**config.mk**
```make
export PLATFORM = sky130hd
export DESIGN_NAME = lh_msg_feeder
export DESIGN_NICKNAME = d
export VERILOG_FILES = /design/src/rtl/lh_msg_feeder.sv
export SDC_FILE = /design/constraint.sdc
export NUM_CORES = 1
export LEC_CHECK = 0
export ABC_CLOCK_PERIOD_IN_PS = 3850
export BUFFER_PORTS_ARGS = -buffer_cell sky130_fd_sc_hd__buf_4
export CAP_MARGIN = 25
export CELL_PAD_IN_SITES_DETAIL_PLACEMENT = 1
export CELL_PAD_IN_SITES_GLOBAL_PLACEMENT = 1
export CORE_MARGIN = 2
export CORE_UTILIZATION = 53
export DETAILED_ROUTE_END_ITERATION = 16
export PLACE_DENSITY_LB_ADDON = 0.1
export SLEW_MARGIN = 30
export SYNTH_ARGS = -nofsm -noshare
export SYNTH_HDL_FRONTEND = slang
export SYNTH_SLANG_ARGS = --single-unit
```
**constraint.sdc**
```tcl
create_clock -name clk -period 3.85 [get_ports clk]
set_input_delay 0.1925 -clock clk [delete_from_list [all_inputs] [get_ports clk]]
set_output_delay 0.1925 -clock clk [all_outputs]
set_load 0.005 [all_outputs]
```
**src/rtl/lh_msg_feeder.sv**
```systemverilog
`default_nettype none
// ============================================================================
// Module      : lh_msg_feeder
// Description : Byte FIFO plus framing FSM that feeds light_hash one message
//               at a time as START_CHAR, data bytes, END_CHAR.
// Revision    : 1.0 - initial release
// ============================================================================
module lh_msg_feeder #(
    parameter int         FIFO_DEPTH = 16,
    parameter logic [7:0] START_CHAR = 8'hFF,
    parameter logic [7:0] END_CHAR   = 8'h00,
    parameter int         GAP_CYCLES = 1
) (
    input  logic       clk,
    input  logic       rst,
    input  logic [7:0] in_char,
    input  logic       in_valid,
    input  logic       in_last,
    output logic       in_ready,
    input  logic       hash_busy,
    input  logic       digest_ready,
    output logic [7:0] ptxt_char,
    output logic       ptxt_valid,
    output logic       drop_pulse,
    output logic       msg_done,
    output logic       busy
);

    localparam int c_ADDR_W = $clog2(FIFO_DEPTH);
    localparam int c_GAP_W  = $clog2(GAP_CYCLES + 1);
    localparam logic [c_ADDR_W:0]  c_FULL_CNT = (c_ADDR_W + 1)'(FIFO_DEPTH);
    localparam logic [c_GAP_W-1:0] c_GAP_MIN  = c_GAP_W'(GAP_CYCLES - 1);

    typedef enum logic [2:0] {
        S_IDLE     = 3'd0,
        S_START    = 3'd1,
        S_GAP      = 3'd2,
        S_DATA     = 3'd3,
        S_END      = 3'd4,
        S_WAIT_DIG = 3'd5
    } state_t;

    // ------------------------------------------------------------------
    // Byte FIFO, entries are {last, char}
    // ------------------------------------------------------------------
    logic [8:0]          r_mem [FIFO_DEPTH];
    logic [c_ADDR_W-1:0] r_wr_ptr;
    logic [c_ADDR_W-1:0] r_rd_ptr;
    logic [c_ADDR_W:0]   r_count;

    logic       w_full;
    logic       w_empty;
    logic       w_push;
    logic       w_pop;
    logic [8:0] w_head;
    logic [7:0] w_head_char;
    logic       w_head_last;
    logic       w_head_reserved;

    assign w_full          = (r_count == c_FULL_CNT);
    assign w_empty         = (r_count == '0);
    assign in_ready        = !w_full && !rst;
    assign w_push          = in_valid && in_ready;
    assign w_head          = r_mem[r_rd_ptr];
    assign w_head_char     = w_head[7:0];
    assign w_head_last     = w_head[8];
    assign w_head_reserved = (w_head_char == START_CHAR) || (w_head_char == END_CHAR);

    always_ff @(posedge clk) begin
        if (w_push) begin
            r_mem[r_wr_ptr] <= {in_last, in_char};
        end
    end

    always_ff @(posedge clk) begin
        if (rst) begin
            r_wr_ptr <= '0;
            r_rd_ptr <= '0;
            r_count  <= '0;
        end else begin
            if (w_push) begin
                r_wr_ptr <= r_wr_ptr + 1'b1;
            end
            if (w_pop) begin
                r_rd_ptr <= r_rd_ptr + 1'b1;
            end
            case ({w_push, w_pop})
                2'b10:   r_count <= r_count + 1'b1;
                2'b01:   r_count <= r_count - 1'b1;
                default: r_count <= r_count;
            endcase
        end
    end

    // ------------------------------------------------------------------
    // Framing FSM
    // ------------------------------------------------------------------
    state_t             r_state;
    state_t             w_state_nxt;
    state_t             r_gap_next;     // where GAP goes once pacing allows
    state_t             w_gap_next_nxt;
    logic [c_GAP_W-1:0] r_gap_cnt;
    logic [7:0]         r_char_hold;
    logic               r_msg_done;

    logic       w_gap_done;
    logic       w_valid;
    logic [7:0] w_char;
    logic       w_drop;

    assign w_gap_done = (r_gap_cnt >= c_GAP_MIN);

    always_comb begin
        w_state_nxt    = r_state;
        w_gap_next_nxt = r_gap_next;
        w_valid        = 1'b0;
        w_char         = r_char_hold;
        w_drop         = 1'b0;
        w_pop          = 1'b0;
        case (r_state)
            S_IDLE: begin
                if (!w_empty) begin
                    w_state_nxt = S_START;
                end
            end
            S_START: begin
                w_valid        = 1'b1;
                w_char         = START_CHAR;
                w_state_nxt    = S_GAP;
                w_gap_next_nxt = S_DATA;
            end
            S_GAP: begin
                if (w_gap_done && !hash_busy) begin
                    w_state_nxt = r_gap_next;
                end
            end
            S_DATA: begin
                if (!w_empty) begin
                    w_pop = 1'b1;
                    if (w_head_reserved) begin
                        // Framing bytes inside the payload would corrupt the frame
                        w_drop = 1'b1;
                        if (w_head_last) begin
                            w_state_nxt = S_END;
                        end
                    end else begin
                        w_valid        = 1'b1;
                        w_char         = w_head_char;
                        w_state_nxt    = S_GAP;
                        w_gap_next_nxt = w_head_last ? S_END : S_DATA;
                    end
                end
            end
            S_END: begin
                w_valid        = 1'b1;
                w_char         = END_CHAR;
                w_state_nxt    = S_GAP;
                w_gap_next_nxt = S_WAIT_DIG;
            end
            S_WAIT_DIG: begin
                if (digest_ready) begin
                    w_state_nxt = S_IDLE;
                end
            end
            default: begin
                w_state_nxt = S_IDLE;
            end
        endcase
    end

    always_ff @(posedge clk) begin
        if (rst) begin
            r_state     <= S_IDLE;
            r_gap_next  <= S_DATA;
            r_gap_cnt   <= '0;
            r_char_hold <= 8'h00;
            r_msg_done  <= 1'b0;
        end else begin
            r_state    <= w_state_nxt;
            r_gap_next <= w_gap_next_nxt;
            r_msg_done <= (r_state == S_WAIT_DIG) && digest_ready;
            if (w_valid) begin
                r_char_hold <= w_char;
            end
            if (r_state != S_GAP) begin
                r_gap_cnt <= '0;
            end else if (!w_gap_done) begin
                r_gap_cnt <= r_gap_cnt + 1'b1;
            end
        end
    end

    assign ptxt_valid = w_valid;
    assign ptxt_char  = w_char;
    assign drop_pulse = w_drop;
    assign msg_done   = r_msg_done;
    assign busy       = (r_state != S_IDLE);

endmodule
`default_nettype wire

```
[After elaboration in Yosys (flattened, before gate mapping)]
Memories as Yosys holds them, arrays and structs flattened. A register that Yosys moved wholly into a read port is not among the register bits.
Index checks and enable logic that the tools add are counted.
Word-level totals
  memories: 1
  register bits: 29
  bits of input ports: 14
  bits in writable memories: 144
  word-level logic and storage cells: 76
  output and inout bits: 13
Operators by class
  reductions and logical operators: 18
  eq/ne operators: 16
  add/sub/neg operators: 5
  multiplexer cells: 27
  magnitude comparators: 1
Memories
  r_mem: depth 16, width 9, read ports 1, clocked after Yosys merged registers in 1, write ports 1, line 46  | logic [8:0] r_mem [FIFO_DEPTH];
Operators with widths (count)
  $mux 3: 9
  $pmux 8 s3: 1
  $mux 8: 2
  $pmux 3 s5: 1
  $ne 2x2->1 const B: 5
  $pmux 5 s2: 1
  $mux 1: 9
  $pmux 3 s3: 1
  $add 4x1->4 const B: 2
  $eq 8x8->1 const B: 1
  $logic_not 8->1: 1
  $mux 4: 2
  $eq 3x2->1 const B: 2
  $eq 3x3->1 const B: 2
  $reduce_bool 3->1: 2
  $add 5x1->5 const B: 1
  $eq 5x5->1 const B: 1
  $logic_not 5->1: 1
  $reduce_and 5->1: 1
  $sub 5x1->5 const B: 1
  $logic_and 1x1->1: 4
  $reduce_or 2->1: 2
  $eq 3x1->1 const B: 1
  $logic_not 1->1: 3
  11 further kinds: 11

[Depth between registers and ports, before layout]
Gate-level depths: netlist of the first run.
  word-level depth: 6
  mapped depth: 13
  gate-level depth less buffers: 12

[Worst setup path before layout of the first run]
Ideal clock, no wire load.
  path kind: register to output
  start: register (tool-made name)
  end: output port ptxt_char[0]
  cell stages (with the launch flop): 10
  setup slack: 0.524 ns
  data arrival time: 3.133 ns
  required time: 3.658 ns
  buffers on the path: 2
  path through: dfxtp_1 > buf_2 > buf_6 > mux4_2 > mux4_2 > or4_1 > nor4_2 > nor3_1 > o21ai_2 > a211oi_1
RTL lines
  end, declared: line 22  | output logic [7:0] ptxt_char,

==> qor.txt, run 1 <==
================================================================================
GP Congestion .....................................................        0.812
Number of port buffers ............................................           26
Portion of the post-synthesis area used by sequential elements ....        68.1%
Skew-Pair Late Insertion Delay ....................................       420 ps
Per-cell via count in the routed design ...........................         6.06
Critical Path RT ..................................................      3660 ps
Layout Cells excl Fill ............................................          706
Final Hold Vio Count ..............................................            0
Crit Path Category ................................................ flop to output pin
Average routed wire per standard cell .............................      25.3 um
Max-cap violations ................................................            0
Final Cycle Share .................................................         101%
Initial cell density of the core ..................................        54.6%
PD cells ..........................................................   534 nW/um2
Synthesized net count .............................................          473
Total Wirelength ..................................................     17900 um
Worst rel slew slack ..............................................        56.6%
Clock transition at path regs .....................................        60 ps
Root cell of the clock tree .......................................    clkbuf_16
Final routed DRC violation total ..................................            0
Count of flip-flops with a built-in enable after synthesis ........          144
Number of top-level pins ..........................................           27
Min-Delay Path Class .............................................. input port to flop
Floorplan row count ...............................................           42
Netlist Area Pre-Place ............................................     7290 um2
Iteration count of the initial detailed-routing pass ..............            4
Clock buffer count from CTS .......................................           17
TNS Setup .........................................................     -72.2 ps
Number of nets still failing antenna checks after routing .........            0
Number of sinks driven by the clock tree ..........................          176
VDD IR max ........................................................     0.327 mV
Ys async rst share ................................................           0%
Die span in x .....................................................       121 um
Total power of the final layout ...................................      4.66 mW
Buffer depth of the longest clock path ............................            2
Number of antenna violations at the first check in global routing .            0
Final slew viol count .............................................            0
Number of nets in the final layout ................................          541
Via count of the first global-routing pass ........................         4564
Overflow left after global routing ................................            0
Slew at the pin with the worst max-slew slack .....................       650 ps
Global-route wire length before repair ............................     27300 um
Count of different cell masters after synthesis ...................           53
Post-Syn Area per Cell ............................................     16.2 um2
Post-Syn Instances ................................................          449
Setup-failing EPs final ...........................................            3
Largest net degree at the start of global routing .................           33
Clock tree from TritonCTS .........................................         done
Number of vias in the routed layout ...............................         4277
Min Clock Period, post-route ......................................      3900 ps
Failing checks .................................................... setup timing
Synthesized flop and latch total ..................................          176
LEAKAGE ...........................................................      2.90 nW
Cells taking the most area after synthesis ........................ edfxtp_1, mux4_2, dfxtp_1
Total instance count after detailed placement .....................          655
Crit start category ...............................................         flop
Layout-stage area growth over the synthesis result ................        19.6%
Result of the run ................................................. finished, violations left
Commonest non-fill, non-tap cells in the layout ................... edfxtp_1, buf_4, mux4_2, dfxtp_1, nor2_1
Fmax ..............................................................    0.256 GHz
Critical Path End Type ............................................   output pin
Skew final ........................................................      9.26 ps
Diode count .......................................................            0
Core area .........................................................    13300 um2
Main synth FF type ................................................     edfxtp_1
Crit Path Max Fanout ..............................................            9
Level count of the clock H-tree ...................................            4
Setup WS post-layout ..............................................     -51.8 ps
Overall fraction of global-route tracks in use ....................        26.3%
Total of hold buffers inserted after clock tree synthesis .........            0
Die Footprint .....................................................    14700 um2
Number of DRC violations after detailed-routing iteration 0 .......          351
Commonest non-fill, non-tap cell in the layout ....................     edfxtp_1
Setup repair after global routing missed its margin ...............         true
Count of yosys warnings during synthesis ..........................            0
Proportion of netlist area held by the largest area contributor ...        59.3%
Y dimension of the die ............................................       121 um
Placed wire-length estimate .......................................     11000 um
Most area-hungry cell type in the Yosys netlist ...................     edfxtp_1
Data arrival time of the critical path ............................      3710 ps
Share of cells above drive strength 1 .............................        30.9%
================================================================================
## cell families (layout without fill, tap and decap cells)
kind of cell | after synthesis | after routing | synth area share (%)
and+or+nand+nor | 96 | 96 | 6.38
DFF | 176 | 176 | 68.1
muxes | 50 | 50 | 12.9
AOI/OAI and AO/OA | 70 | 70 | 7.46
buffers and inverters | 36 | 117 | 2.09
adders and majority gates | 10 | 10 | 1.82
xor gates and xnor gates | 11 | 11 | 1.32
## through the flow
step | setup WS (ps) | utilization (%) | cell area [um2] | hold WS (ps)
floorplan | 524 | - | 7290 | 291
global placement | 367 | 58.6 | 7830 | 458
detailed placement | 241 | 58.6 | 7830 | 465
CTS | -101 | 64.8 | 8650 | 41.9
global route | -145 | 65.4 | 8720 | 64.2
finish | -51.8 | 65.4 | 8720 | 51.7
## Yosys cell counts (2+ instances only)
cell type / instances
a2111oi_2: 5
a211oi_1: 6
a21boi_0: 6
a21o_1: 2
a21oi_1: 12
a221oi_1: 6
a22oi_1: 4
a31oi_1: 4
a32oi_1: 2
and2_1: 4
and4_1: 2
buf_1: 2
buf_2: 2
buf_4: 2
clkbuf_1: 14
dfxtp_1: 32
edfxtp_1: 144
ha_1: 9
inv_1: 14
mux2i_1: 15
mux4_2: 35
nand2_1: 24
nand2b_1: 6
nand4_1: 4
nor2_1: 30
nor2b_1: 4
nor3_1: 13
o211ai_1: 3
o21ai_0: 7
o21bai_1: 2
o31ai_1: 2
or3_1: 2
xnor2_1: 4
xor2_1: 7
## state kept, by name (all words and copies together) (netlist names), named ones only
name         count
r_mem          144
r_char_hold      8
r_count          5
r_rd_ptr         4
r_wr_ptr         4
r_gap_next       3
r_state          3
msg_done         1
## area by class of cell
type	instances	area, um2
Multi-Input combinational cell	237	2310
Tap cell	176	220
Fill cell	1206	4620
Inverter	15	56.3
Clock inverter	14	158
Sequential cell	176	4970
Timing Repair Buffer	70	586
Clock buffer	18	429
## report_power, final
part	internal [mW]	switching [mW]
clock	0.968	0.743
sequential	2.13	0.0929
combinational	0.366	0.365
## path summary, 6_finish.rpt
check | startpoint | end | slack (ps) | cells after the start
min | digest_ready | msg_done$_SDFF_PP0_ | 50 | 3
max reg2reg | flop | r_state[0]$_SDFFE_PP0P_ | 250 | 10
min reg2reg | r_gap_next[2]$_SDFFE_PP0P_ | r_gap_next[2]$_SDFFE_PP0P_ | 490 | 1
max | flop | ptxt_char[5] | -50 | 11
## critical path, cell delays in order, from the launching register on
cell and delay [ps]:
dfxtp_4 400, buf_12 150, mux4_2 510, mux4_2 570, or4_4 530, buf_6 140
nor4_4 210, buf_4 210, nor3_4 40, or3_4 360, nand2_2 70, buf_6 90
## routing by layer
metal	GRT usage, %	up-vias	wire length, um
li1	-	1913	-
met5	0	-	0
met3	4.84	20	1060
met1	34.4	2195	7210
met4	12.4	0	284
met2	42.9	149	9300
## what timing repair did
item,in CTS,in global routing
buffers inserted,14,4
gates cloned,1,0
endpoints found under the setup margin,8,12
pin swaps,11,3
resized for setup,19,11
Note: power is estimated with default switching activity, not from simulation.
==> run 2: changes to the inputs <==
--- a/config.mk
+++ b/config.mk
@@ -13,7 +13,8 @@
 export CORE_MARGIN = 2
 export CORE_UTILIZATION = 53
 export DETAILED_ROUTE_END_ITERATION = 16
-export PLACE_DENSITY_LB_ADDON = 0.1
+export GPL_ROUTABILITY_DRIVEN = 0
+export PLACE_DENSITY = 0.91
 export SLEW_MARGIN = 30
 export SYNTH_ARGS = -nofsm -noshare
 export SYNTH_HDL_FRONTEND = slang
==> run 2 against run 1 <==
The run still ends with setup timing left. Sequential share of layout area is 0.33 points higher. Final cell count is 1.1% lower. Register-to-register slack worse by 180 ps. Power is 0.37% lower. Fmax is 3.3% lower. Sequential power hardly changed. Hold slack better by 13 ps. Clock skew is 6.1 ps higher. Critical path depth is 1 lower. Via count is 8.1% higher. Non-clock buffer count is 8 lower.
==> qor.txt, run 2 (synthesized netlist as in run 1, its figures left out) <==
================================================================================
Core utilization of the finished layout ...........................        65.0%   was 65.4%
Setup repair after global routing missed its margin ...............         true   unchanged
Clock tree from TritonCTS .........................................         done   unchanged
Number of DRC violations after detailed-routing iteration 0 .......          466   was 351
Worst Reg2Reg Path Length in Cells ................................           13   was 10
Sequential cell area ..............................................     4970 um2   about the same
Die Footprint .....................................................    14700 um2   unchanged
Final Cycle Share .................................................         105%   was 101%
Commonest non-fill, non-tap cell in the layout ....................     edfxtp_1   unchanged
Die span in x .....................................................       121 um   unchanged
Min-Delay Path Class .............................................. input port to flop   unchanged
Placed wire-length estimate .......................................     11200 um   was 11000 um
Number of sinks driven by the clock tree ..........................          176   unchanged
Overall fraction of global-route tracks in use ....................        29.3%   was 26.3%
Setup WS post-layout ..............................................      -185 ps   was -51.8 ps
Layout Cells excl Fill ............................................          698   was 706
Critical Path RT ..................................................      3660 ps   about the same
Layout filler cell count ..........................................         1182   was 1206
R2r setup slk .....................................................        70 ps   was 250 ps
Average routed wire per standard cell .............................      30.0 um   was 25.3 um
Top Registers ..................................................... r_mem x144, r_char_hold x8, r_count x5   unchanged
Commonest non-fill, non-tap cells in the layout ................... edfxtp_1, buf_4, mux4_2, dfxtp_1   was edfxtp_1, buf_4, mux4_2, dfxtp_1, nor2_1
Setup-failing EPs final ...........................................            8   was 3
Core area .........................................................    13300 um2   unchanged
Number of port buffers ............................................           26   unchanged
Data arrival time of the critical path ............................      3840 ps   was 3710 ps
Max incr delay on CP ..............................................       580 ps   was 570 ps
Per-cell via count in the routed design ...........................         6.63   was 6.06
Result of the run ................................................. finished, violations left   unchanged
Min Clock Period, post-route ......................................      4030 ps   was 3900 ps
Number of nets still failing antenna checks after routing .........            0   unchanged
Diode count .......................................................            0   unchanged
Cells along the critical path ..................................... buf_12, mux4_2, mux4_2, or4_4, or4_4, buf_6, a31oi_1, or3_1, nand2_1, buf_4   was buf_12, mux4_2, mux4_2, or4_4, buf_6, nor4_4, buf_4, nor3_4, or3_4, nand2_2, buf_6
Number of top-level pins ..........................................           27   unchanged
Finished layout cell area .........................................     8680 um2   was 8720 um2
Fmax ..............................................................    0.248 GHz   was 0.256 GHz
Skew-Pair Late Insertion Delay ....................................       440 ps   was 420 ps
Crit Path Max Fanout ..............................................            8   was 9
Number of antenna violations at the first check in global routing .            0   unchanged
Instance area after placement .....................................     7730 um2   was 7830 um2
Clock transition at path regs .....................................        70 ps   was 60 ps
Largest net degree at the start of global routing .................           33   unchanged
Max-cap violations ................................................            0   unchanged
Final routed DRC violation total ..................................            0   unchanged
Worst rel slew slack ..............................................        36.6%   was 56.6%
Failing checks .................................................... setup timing   unchanged
Skew final ........................................................      15.3 ps   was 9.26 ps
Y dimension of the die ............................................       121 um   unchanged
Iteration count of the initial detailed-routing pass ..............            5   was 4
Final slew viol count .............................................            0   unchanged
Instance count along the most critical hold path ..................            3   unchanged
Critical Path End Type ............................................   output pin   unchanged
Crit start category ...............................................         flop   unchanged
Buffer depth of the longest clock path ............................            2   unchanged
Overflow left after global routing ................................            0   unchanged
Total instance count after detailed placement .....................          641   was 655
Number of vias in the routed layout ...............................         4625   was 4277
Slew at the pin with the worst max-slew slack .....................       948 ps   was 650 ps
Number of nets in the final layout ................................          533   was 541
Capture point of the worst path ................................... ptxt_char[5]   unchanged
Floorplan row count ...............................................           42   unchanged
Area of combinational cells with multiple inputs ..................     2350 um2   was 2310 um2
Max reg flops .....................................................          144   unchanged
Initial cell density of the core ..................................        54.6%   unchanged
Total of hold buffers inserted after clock tree synthesis .........            0   unchanged
Level count of the clock H-tree ...................................            4   unchanged
LEAKAGE ...........................................................      2.85 nW   was 2.90 nW
Register with the most flip-flops .................................        r_mem   unchanged
Global-route wire length before repair ............................     30600 um   was 27300 um
Crit Path Category ................................................ flop to output pin   unchanged
Root cell of the clock tree .......................................    clkbuf_16   unchanged
Layout-stage area growth over the synthesis result ................        18.9%   was 19.6%
Share of cells above drive strength 1 .............................        31.8%   was 30.9%
VDD IR max ........................................................     0.263 mV   was 0.327 mV
Total power of the final layout ...................................      4.64 mW   was 4.66 mW
Via count of the first global-routing pass ........................         4820   was 4564
Crit path max-delay cell type .....................................        or4_4   was mux4_2
Total Wirelength ..................................................     21000 um   was 17900 um
Final Hold Vio Count ..............................................            0   unchanged
Clock buffer count from CTS .......................................           17   unchanged
PD cells ..........................................................   535 nW/um2   was 534 nW/um2
RR Endpoint ....................................................... r_char_hold[5]$_SDFFE_PP0P_   was r_state[0]$_SDFFE_PP0P_
================================================================================
run 2: per-layer routing:
metal	global-route usage [%]	share of wire [%]	vias up
li1	-	-	1897
met1	36.1	37	2390
met2	48.5	52	279
met3	6.39	7.0	59
met4	15.6	4.1	0
met5	0	0	-
run 2: per-stage QoR:
step	worst slack (ps)	TNS, ps	hold WS, ps
CTS	-129	-714	43.8
global route	-206	-823	80.8
detailed placement	252	0	470
floorplan	524	0	291
finish	-185	-504	64.8
global placement	394	0	454
run 2: worst max-delay path: cells and delay by family, from the launching register on:
kind	cells	cell delay, ps
and+or+nand+nor	4	1300
muxes	2	1060
buffers and inverters	3	450
DFF	1	410
AOI/OAI and AO/OA	1	180
run 2: worst min-delay path by stage:
stage                                       endpoint                       start
after global placement    r_gap_next[2]$_SDFFE_PP0P_  r_gap_next[2]$_SDFFE_PP0P_
after CTS                        msg_done$_SDFF_PP0_                digest_ready
final                            msg_done$_SDFF_PP0_                digest_ready
after floorplan                r_mem[0][0]$_DFFE_PP_                  in_char[0]
after detailed placement  r_gap_next[0]$_SDFFE_PP1P_  r_gap_next[0]$_SDFFE_PP1P_
after global routing             msg_done$_SDFF_PP0_                digest_ready
run 2: final cells by class:
class,count,area share [%]
clock buffers,18,4.95
clock inverters,14,1.25
inverters,15,0.649
multi-input cells,237,27.1
flip-flops and latches,176,57.3
well taps,176,2.54
repair buffers,62,6.27
run 2: power breakdown:
part,switching (mW),internal [mW],total [mW]
clock,0.757,0.833,1.59
combinational,0.444,0.378,0.822
sequential,0.102,2.13,2.23
run 2: what timing repair did:
action	in CTS	in global routing
gates resized for setup	19	14
gates cloned	2	0
setup endpoints to repair	8	11
setup buffers	18	6
pin swaps	9	9
==> run 3: changes to the inputs <==
--- a/config.mk
+++ b/config.mk
@@ -5,16 +5,18 @@
 export SDC_FILE = /design/constraint.sdc
 export NUM_CORES = 1
 export LEC_CHECK = 0
+export ABC_AREA = 1
 export ABC_CLOCK_PERIOD_IN_PS = 3850
 export BUFFER_PORTS_ARGS = -buffer_cell sky130_fd_sc_hd__buf_4
 export CAP_MARGIN = 25
 export CELL_PAD_IN_SITES_DETAIL_PLACEMENT = 1
 export CELL_PAD_IN_SITES_GLOBAL_PLACEMENT = 1
 export CORE_MARGIN = 2
-export CORE_UTILIZATION = 53
+export CORE_UTILIZATION = 49
 export DETAILED_ROUTE_END_ITERATION = 16
 export GPL_ROUTABILITY_DRIVEN = 0
-export PLACE_DENSITY = 0.91
+export PLACE_DENSITY = 0.92
+export SKIP_LAST_GASP = 1
 export SLEW_MARGIN = 30
 export SYNTH_ARGS = -nofsm -noshare
 export SYNTH_HDL_FRONTEND = slang
==> run 3 against run 2 <==
The run now ends clean. Worst setup slack better by 700 ps. Non-clock buffer count is 25 lower. Register-to-register slack better by 460 ps. Clock skew is 5.8 ps lower. Global-route usage is 2.4 points lower. Critical path type unchanged. Critical endpoint is now ptxt_char[6].
==> qor.txt, run 3 <==
================================================================================
Worst rel slew slack ..............................................        35.6%   was 36.6%
Commonest non-fill, non-tap cells in the layout ................... nand2_1, edfxtp_1, inv_1, nand3_1, nor2_1   was edfxtp_1, buf_4, mux4_2, dfxtp_1
Fmax ..............................................................    0.300 GHz   was 0.248 GHz
Clock tree from TritonCTS .........................................         done   unchanged
Skew final ........................................................      9.48 ps   was 15.3 ps
Number of nets still failing antenna checks after routing .........            0   unchanged
Y dimension of the die ............................................       131 um   was 121 um
Root cell of the clock tree .......................................    clkbuf_16   unchanged
Hold slack final ..................................................      74.6 ps   was 64.8 ps
Diode count .......................................................            0   unchanged
Via count of the first global-routing pass ........................         6446   was 4820
Register with the most flip-flops .................................        r_mem   unchanged
Final Cycle Share .................................................        86.6%   was 105%
Post-Syn Instances ................................................          816   was 449
Number of top-level pins ..........................................           27   unchanged
Number of nets in the final layout ................................          866   was 533
Count of flip-flops with a built-in enable after synthesis ........          144   unchanged
Largest net degree at the start of global routing .................           65   was 33
Clock transition at path regs .....................................        70 ps   about the same
Setup WS post-layout ..............................................       515 ps   was -185 ps
Slew at the pin with the worst max-slew slack .....................       963 ps   was 948 ps
Data arrival time of the critical path ............................      3140 ps   was 3840 ps
Number of DRC violations after detailed-routing iteration 0 .......          471   was 466
Skew-Pair Late Insertion Delay ....................................       440 ps   about the same
Level count of the clock H-tree ...................................            4   unchanged
Cell types with the highest counts after synthesis ................ nand2_1, edfxtp_1, inv_1   was edfxtp_1, mux4_2, dfxtp_1
Number of sinks driven by the clock tree ..........................          176   unchanged
Max-cap violations ................................................            0   unchanged
Main synth FF type ................................................     edfxtp_1   unchanged
Critical Path RT ..................................................      3660 ps   about the same
R2r setup slk .....................................................       530 ps   was 70 ps
Buffer depth of the longest clock path ............................            2   unchanged
Launching point of the worst reg2reg path ......................... r_count[0]$_SDFFE_PP0P_
Crit start category ...............................................         flop   unchanged
Total Wirelength ..................................................     21600 um   was 21000 um
Worst Reg2Reg Path Length in Cells ................................           13   unchanged
Number of vias in the routed layout ...............................         5954   was 4625
Total power of the final layout ...................................      4.51 mW   was 4.64 mW
PD cells ..........................................................   513 nW/um2   was 535 nW/um2
Proportion of netlist area held by the largest area contributor ...        54.7%   was 59.3%
Commonest non-fill, non-tap cell in the layout ....................      nand2_1   was edfxtp_1
Result of the run .................................................    completed   was finished, violations left
Placed wire-length estimate .......................................     13600 um   was 11200 um
Ys async rst share ................................................           0%   unchanged
LEAKAGE ...........................................................      3.70 nW   was 2.85 nW
Clock buffer count from CTS .......................................           17   unchanged
Worst setup slack before clock tree synthesis .....................       730 ps   was 252 ps
Count of yosys warnings during synthesis ..........................            0   unchanged
Most area-hungry cell type in the Yosys netlist ...................     edfxtp_1   unchanged
Instance area after placement .....................................     8240 um2   was 7730 um2
Layout-stage area growth over the synthesis result ................        11.3%   was 18.9%
Total instance count after detailed placement .....................         1038   was 641
Floorplan row count ...............................................           46   was 42
Synthesized net count .............................................          840   was 473
Final slew viol count .............................................            0   unchanged
Most frequently used cell type in the post-synthesis netlist ......      nand2_1   was edfxtp_1
Min Clock Period, post-route ......................................      3340 ps   was 4030 ps
Netlist Area Pre-Place ............................................     7910 um2   was 7290 um2
Setup repair after global routing missed its margin ...............        false   was true
Global-route wire length before repair ............................     33900 um   was 30600 um
Iteration count of the initial detailed-routing pass ..............            6   was 5
Capture point of the worst path ................................... ptxt_char[6]   was ptxt_char[5]
Core area .........................................................    15800 um2   was 13300 um2
TNS Setup .........................................................         0 ps   was -504 ps
Final routed DRC violation total ..................................            0   unchanged
Setup-failing EPs final ...........................................            0   was 8
Max reg flops .....................................................          144   unchanged
Core utilization of the finished layout ...........................        55.6%   was 65.0%
Min-Delay Path Class .............................................. input port to flop   unchanged
Post-Syn Area per Cell ............................................     9.69 um2   was 16.2 um2
Synthesized flop and latch total ..................................          176   unchanged
Overflow left after global routing ................................            0   unchanged
RR Endpoint ....................................................... r_count[4]$_SDFFE_PP0P_   was r_char_hold[5]$_SDFFE_PP0P_
Average routed wire per standard cell .............................      20.2 um   was 30.0 um
Overall fraction of global-route tracks in use ....................        26.9%   was 29.3%
Die Footprint .....................................................    17200 um2   was 14700 um2
VDD IR max ........................................................     0.332 mV   was 0.263 mV
Count of different cell masters after synthesis ...................           41   was 53
Crit Path Max Fanout ..............................................           64   was 8
Initial cell density of the core ..................................        50.0%   was 54.6%
Layout Cells excl Fill ............................................         1070   was 698
Critical Path End Type ............................................   output pin   unchanged
Number of antenna violations at the first check in global routing .            0   unchanged
Per-cell via count in the routed design ...........................         5.56   was 6.63
Number of port buffers ............................................           26   unchanged
Portion of the post-synthesis area used by sequential elements ....        62.8%   was 68.1%
Finished layout cell area .........................................     8800 um2   was 8680 um2
Top Registers ..................................................... r_mem x144, r_char_hold x8, r_count x5   unchanged
Die span in x .....................................................       131 um   was 121 um
Layout filler cell count ..........................................         1760   was 1182
Cells taking the most area after synthesis ........................ edfxtp_1, nand2_1, dfxtp_1   was edfxtp_1, mux4_2, dfxtp_1
Crit Path Category ................................................ flop to output pin   unchanged
Final Hold Vio Count ..............................................            0   unchanged
Share of cells above drive strength 1 .............................        10.7%   was 31.8%
================================================================================
[run 3: changes by cell type in the layout (fill, tap and decap cells not counted), sizes merged, moves of 7 or more]
| cell | previous run | this run |
|---|---|---|
| mux2i | 15 | 0 |
| a221oi | 7 | 0 |
| nor2 | 30 | 65 |
| mux4 | 35 | 0 |
| inv | 19 | 112 |
| nand3 | 1 | 93 |
| nor3 | 13 | 3 |
| buf | 61 | 36 |
| o21ai | 8 | 34 |
| a21oi | 12 | 19 |
| nand2 | 25 | 247 |
[run 3: critical path: stages (launching register included)]
cell and delay [ps]:
dfxtp_4 470, inv_6 410, nand2_1 140, nand2_1 120, nand2_1 70, nand3_1 110
nand3_1 180, nand2_1 210, inv_1 70, nand2_1 80, nor2_2 50, nand2_2 130
nand3_2 150, o21ai_0 250, nand2_1 90, buf_4 140
[run 3: repair_timing]
action,CTS,global route
endpoints found under the setup margin,0,2
hold endpoints to repair,1,0
buffers inserted,0,0
hold buffers,1,0
gates resized for setup,0,1
[run 3: cells by family after synthesis]
| family | count (synthesis) | share of synthesized area (%) |
|---|---|---|
| and+or+nand+nor | 415 | 22.1 |
| xor gates and xnor gates | 3 | 0.332 |
| buffers and inverters | 143 | 8.04 |
| AOI/OAI and AO/OA | 69 | 5.05 |
| DFF | 176 | 62.8 |
| adders and majority gates | 10 | 1.68 |
[run 3: routing by layer]
metal | wire [um] | global-route usage (%) | up-vias
met5 | 0 | 0 | -
met4 | 892 | 14.7 | 0
met3 | 1140 | 5.58 | 71
met2 | 11200 | 47.5 | 202
met1 | 8360 | 30.5 | 2959
li1 | - | - | 2722
[run 3: worst min path at each step]
stage / slack (ps) / to / depth (start not counted) / start
3_3_place_gp: 450 / msg_done$_SDFF_PP0_ / 3 / digest_ready
4_1_cts: 70 / r_mem[14][8]$_DFFE_PP_ / 1 / in_last
5_1_grt: 80 / r_mem[14][8]$_DFFE_PP_ / 1 / in_last
2_1_floorplan: 290 / r_mem[0][0]$_DFFE_PP_ / 0 / in_char[0]
3_5_place_dp: 450 / msg_done$_SDFF_PP0_ / 3 / digest_ready
6_report: 70 / r_mem[4][0]$_DFFE_PP_ / 1 / in_char[0]
[run 3: power breakdown]
part,switching (mW),internal (mW),total (mW)
Clock,0.731,0.820,1.55
Sequential,0.0530,2.13,2.18
Combinational,0.495,0.282,0.777
Total,1.28,3.23,4.51
[run 3: cell type report]
class / count / area [um2] / share of cell area [%]
Clock buffer: 18 / 429 / 4.88
Multi-Input combinational cell: 497 / 2330 / 26.5
Clock inverter: 13 / 92.6 / 1.05
Timing Repair Buffer: 37 / 280 / 3.18
Inverter: 113 / 429 / 4.88
Sequential cell: 176 / 4970 / 56.5
Tap cell: 216 / 270 / 3.07
